[src/rtl/vga_timing_gen.sv]
// Raster timing source: divides Clk down to a pixel enable, runs the h/v counters and
// emits hs/vs/blank_n through a short delay line so they line up with registered pixel data.
module vga_timing_gen #(
    parameter int CLK_DIV   = 2,
    parameter int H_VISIBLE = 640,
    parameter int H_FP      = 16,
    parameter int H_SYNC    = 96,
    parameter int H_BP      = 48,
    parameter int V_VISIBLE = 480,
    parameter int V_FP      = 10,
    parameter int V_SYNC    = 2,
    parameter int V_BP      = 33,
    parameter int PIPE_DLY  = 1
) (
    input  logic       Clk,
    input  logic       Reset_n,
    output logic       pixel_en,
    output logic [9:0] DrawX,
    output logic [9:0] DrawY,
    output logic       hs,
    output logic       vs,
    output logic       blank_n,
    output logic       line_start,
    output logic       frame_start
);

    localparam int H_TOTAL = H_VISIBLE + H_FP + H_SYNC + H_BP;
    localparam int V_TOTAL = V_VISIBLE + V_FP + V_SYNC + V_BP;
    localparam int DIV_W   = (CLK_DIV > 1) ? $clog2(CLK_DIV) : 1;

    localparam logic [DIV_W-1:0] DIV_LAST = DIV_W'(CLK_DIV - 1);
    localparam logic [9:0] H_LAST    = 10'(H_TOTAL - 1);
    localparam logic [9:0] V_LAST    = 10'(V_TOTAL - 1);
    localparam logic [9:0] H_VIS     = 10'(H_VISIBLE);
    localparam logic [9:0] V_VIS     = 10'(V_VISIBLE);
    localparam logic [9:0] HS_FIRST  = 10'(H_VISIBLE + H_FP);
    localparam logic [9:0] HS_LAST   = 10'(H_VISIBLE + H_FP + H_SYNC - 1);
    localparam logic [9:0] VS_FIRST  = 10'(V_VISIBLE + V_FP);
    localparam logic [9:0] VS_LAST   = 10'(V_VISIBLE + V_FP + V_SYNC - 1);

    logic [DIV_W-1:0] div_cnt;
    logic [9:0]       h_cnt;
    logic [9:0]       v_cnt;
    logic             hs_r;
    logic             vs_r;
    logic             vis;
    logic [2:0]       raw;

    // Divider stage: pixel_en is masked by reset so it reads 0 in reset even when CLK_DIV==1
    always_ff @(posedge Clk or negedge Reset_n) begin
        if (!Reset_n)
            div_cnt <= '0;
        else if (div_cnt == DIV_LAST)
            div_cnt <= '0;
        else
            div_cnt <= div_cnt + DIV_W'(1);
    end

    assign pixel_en = Reset_n & (div_cnt == DIV_LAST);

    // Raster counter stage
    always_ff @(posedge Clk or negedge Reset_n) begin
        if (!Reset_n) begin
            h_cnt <= '0;
            v_cnt <= '0;
        end else if (pixel_en) begin
            if (h_cnt == H_LAST) begin
                h_cnt <= '0;
                v_cnt <= (v_cnt == V_LAST) ? 10'd0 : v_cnt + 10'd1;
            end else begin
                h_cnt <= h_cnt + 10'd1;
            end
        end
    end

    assign DrawX       = h_cnt;
    assign DrawY       = v_cnt;
    assign line_start  = pixel_en & (h_cnt == 10'd0);
    assign frame_start = line_start & (v_cnt == 10'd0);

    assign hs_r = ~((h_cnt >= HS_FIRST) && (h_cnt <= HS_LAST));
    assign vs_r = ~((v_cnt >= VS_FIRST) && (v_cnt <= VS_LAST));
    assign vis  = (h_cnt < H_VIS) && (v_cnt < V_VIS);
    assign raw  = {hs_r, vs_r, vis};

    // Sync delay stage: shifts once per pixel, resets to the inactive pattern
    generate
        if (PIPE_DLY == 0) begin : g_no_dly
            assign {hs, vs, blank_n} = raw;
        end else begin : g_dly
            logic [2:0] sync_p [PIPE_DLY];

            always_ff @(posedge Clk or negedge Reset_n) begin
                if (!Reset_n) begin
                    for (int i = 0; i < PIPE_DLY; i++)
                        sync_p[i] <= 3'b110;
                end else if (pixel_en) begin
                    sync_p[0] <= raw;
                    for (int i = 1; i < PIPE_DLY; i++)
                        sync_p[i] <= sync_p[i-1];
                end
            end

            assign {hs, vs, blank_n} = sync_p[PIPE_DLY-1];
        end
    endgenerate

endmodule

[config.mk]
export PLATFORM = sky130hd
export DESIGN_NAME = vga_timing_gen
export DESIGN_NICKNAME = d
export VERILOG_FILES = /design/src/rtl/vga_timing_gen.sv
export SDC_FILE = /design/constraint.sdc
export NUM_CORES = 1
export LEC_CHECK = 0
export CAP_MARGIN = 20
export CELL_PAD_IN_SITES_DETAIL_PLACEMENT = 0
export CELL_PAD_IN_SITES_GLOBAL_PLACEMENT = 2
export CORE_MARGIN = 2
export CORE_UTILIZATION = 27
export DETAILED_ROUTE_END_ITERATION = 6
export GPL_ROUTABILITY_DRIVEN = 0
export PLACE_DENSITY_LB_ADDON = 0.1
export REMOVE_ABC_BUFFERS = 1
export SLEW_MARGIN = 10
export SYNTH_ARGS = -nofsm -noshare
export SYNTH_HDL_FRONTEND = slang
export SYNTH_SLANG_ARGS = --single-unit
[constraint.sdc]
create_clock -name Clk -period 1.7 [get_ports Clk]
set_input_delay 0.17 -clock Clk [delete_from_list [all_inputs] [get_ports Clk]]
set_output_delay 0.17 -clock Clk [all_outputs]
set_load 0.01 [all_outputs]
==> out/qor.yml <==
status: "finished, violations left"
violations: "negative setup slack"
switchingPower_uw: 507
p_clk_share_pct: 23.6
overflow: 0
dp_hpwl_um: 2930
drv_slew: 0
p_seq_share_pct: 39.8
drv_cap: 0
path_cells: "inv_2 -> ha_4 -> nor4b_4 -> and4_4 -> and4_1 -> buf_2"
fin_skew_ps: 1.13
clk_pin_slew_worst_paths_ps: 90
fillers: 462
yosys_most_used_dff: "dfrtp_1"
fin_area_mm2: 0.00210
ys_ff_latch: 24
grt_pass1_wl_um: 6270
avgSynthCellArea_um2: 9.57
worst-setup-path-type: "reg2out"
ys_async_sr_fraction_pct: 100
routed_wl_um: 3810
nNetsFinal: 214
synth_area_mm2: 0.00129
grt_use_total_pct: 15.2
htreeDepth: 1
fmax_ghz: 0.576
final_hold_viol_count: 0
multi_input_area_um2: 751
num_antenna_cells: 0
start_kind: "flip-flop"
cts_hold_buf: 0
relSlewSlack_pct: 72.9
clkSinkCount: 24
drive_above_1_share_pct: 35.3
arrival_ps: 1570
clockRootBuffer: "clkbuf_8"
numCtsBuffers: 3
final_cells: 261
cts_buffer_depth: 2
yosysSeqAreaShare_pct: 46.7
yosys_warnings: 0
num_vias: 1276
drt_pass1_iterations: 4
crit_required_ps: 1530
ant_nets: 0
drt_iter0_markers: 83
start_util_pct: 27.7
fin_ws_ps: -36.2
clock_latency_ps: 260
synthDistinctLibCells: 32
min_period_over_period_pct: 102
syn-instance-count: 135
tightest_slew_ps: 403
cts_tree: "yes"
min_period_ps: 1740
die_height_um: 73.2
register_area_um2: 603
crit_path_end_kind: "primary output"
max_stage_delay_ps: 400
powerDensity_mw_per_mm2: 800
ir_worst_vdd_mv: 0.667
antenna_found_initial: 0
cpMaxStageDelayCell: "dfrtp_1"
wl_per_cell_um: 14.6
area_growth_pct: 62.6
dp.cells: 253
fin_util_pct: 45.1
netSwitchingFraction_pct: 30.2
place_area_mm2: 0.00192
core_mm2: 0.00466
viasPerCell: 4.89
first_global_vias: 1302
p_int_uw: 1170
cp_max_fo: 2
placementRows: 25
io_pins: 28
setup_viol: 1
grt_max_degree: 19
p_comb_share_pct: 36.6
hold_class: "in2async"
rsz0062_at_grt: "true"
p_leak_uw: 0.000928
die_x_um: 73.2
synth_enable_flop_cells: 0
die_area_mm2: 0.00536
numPortBuffers: 27
drc: 0
cell families (layout without fill, tap and decap cells):
logic type / after synthesis / count (layout) / synth area share, %
and+or+nand+nor: 70 / 70 / 31.2
DFF: 24 / 24 / 46.7
AOI/OAI and AO/OA: 15 / 15 / 6.87
xor gates and xnor gates: 11 / 11 / 7.45
buffers and inverters: 10 / 82 / 3.20
adders and majority gates: 4 / 4 / 3.87
muxes: 1 / 1 / 0.774
registers in the layout (all words and copies together), names as in the netlist:
signal and flops:
DrawX 10, DrawY 10, div_cnt 1, g_dly.sync_p 3
power by group through the flow:
| stage | registers (uW) | logic (uW) | clock network [uW] |
|---|---|---|---|
| 2_1_floorplan | 735 | 132 | 0 |
| 3_3_place_gp | 666 | 514 | 0 |
| 3_5_place_dp | 667 | 512 | 0 |
| 4_1_cts | 674 | 562 | 411 |
| 5_1_grt | 675 | 685 | 430 |
| 6_report | 669 | 615 | 397 |
path summary, 6_finish.rpt:
path,endpoint,depth (start not counted),from,slack [ps]
worst min register to register,g_dly.sync_p[0],2,g_dly.sync_p[0],480
worst min-delay path,DrawY[6],2,Reset_n,310
worst max-delay path,frame_start,6,DrawX[1],-40
min in group Clk,g_dly.sync_p[0],2,g_dly.sync_p[0],480
worst max register to register,DrawY[4],6,DrawX[0],20
max in group asynchronous,g_dly.sync_p[1],3,Reset_n,910
synthesized netlist by cell type, drive strengths merged, types with 3 or more instances:
cell   instances  area [um^2]
nand4          5         31.3
xor2           3         26.3
and4           6         52.6
nor3           4         20.0
o21ai          6         30.0
o31ai          3         22.5
ha             4         50.1
nor4           4         31.3
and3           3         18.8
inv            7         26.3
nor2          11         41.3
nand3         12         72.6
a21oi          3         15.0
xnor2          8         70.1
nand2         14         52.6
dfrtp         22          551
metal layers:
metal  up-vias  GRT usage [%]  wire length (um)
li1        632              -                 -
met1       605           19.6              1700
met2        35           25.3              1940
met3         4           2.49               125
met4         0           6.17                52
met5         -              0                 0
what timing repair did:
action / in CTS / in global routing
endpoints found under the hold margin: 0 / 0
setup buffers: 0 / 4
pin swaps: 3 / 3
gates resized for setup: 22 / 14
setup endpoints to repair: 6 / 8
placed cells by master, fill, tap and decap left out, types with 5 or more instances in the layout:
cell type	Yosys	routed
inv_1	7	5
xnor2_1	8	8
nand2_1	14	14
dfrtp_1	22	22
nand3_1	11	8
buf_4	1	43
clkdlybuf4s50_1	0	24
and4_1	6	5
nand4_1	5	5
nor2_1	11	10
critical path: cells and delay by family (launching register included):
| family | cells | cell delay, ps |
|---|---|---|
| fa+ha+maj | 1 | 120 |
| flops | 1 | 400 |
| buf+inv | 2 | 200 |
| simple gates | 3 | 580 |
per-stage QoR:
| stage | total power [uW] | TNS [ps] | setup WS [ps] | hold slack, ps |
|---|---|---|---|---|
| after CTS | 1650 | -91.4 | -91.4 | 307 |
| final | 1680 | -36.2 | -36.2 | 306 |
| after global routing | 1790 | -536 | -124 | 324 |
| after detailed placement | 1180 | -1080 | -279 | 469 |
| after global placement | 1180 | -916 | -251 | 461 |
| after floorplan | 867 | 0 | 36.8 | -126 |
cell type report:
cell class,count,area share (%)
repair buffers,71,28.5
multi-input cells,101,35.7
inverters,7,1.25
well taps,54,3.21
flip-flops and latches,24,28.7
clock buffers,4,2.62
Power figures use the tool's default switching activity.
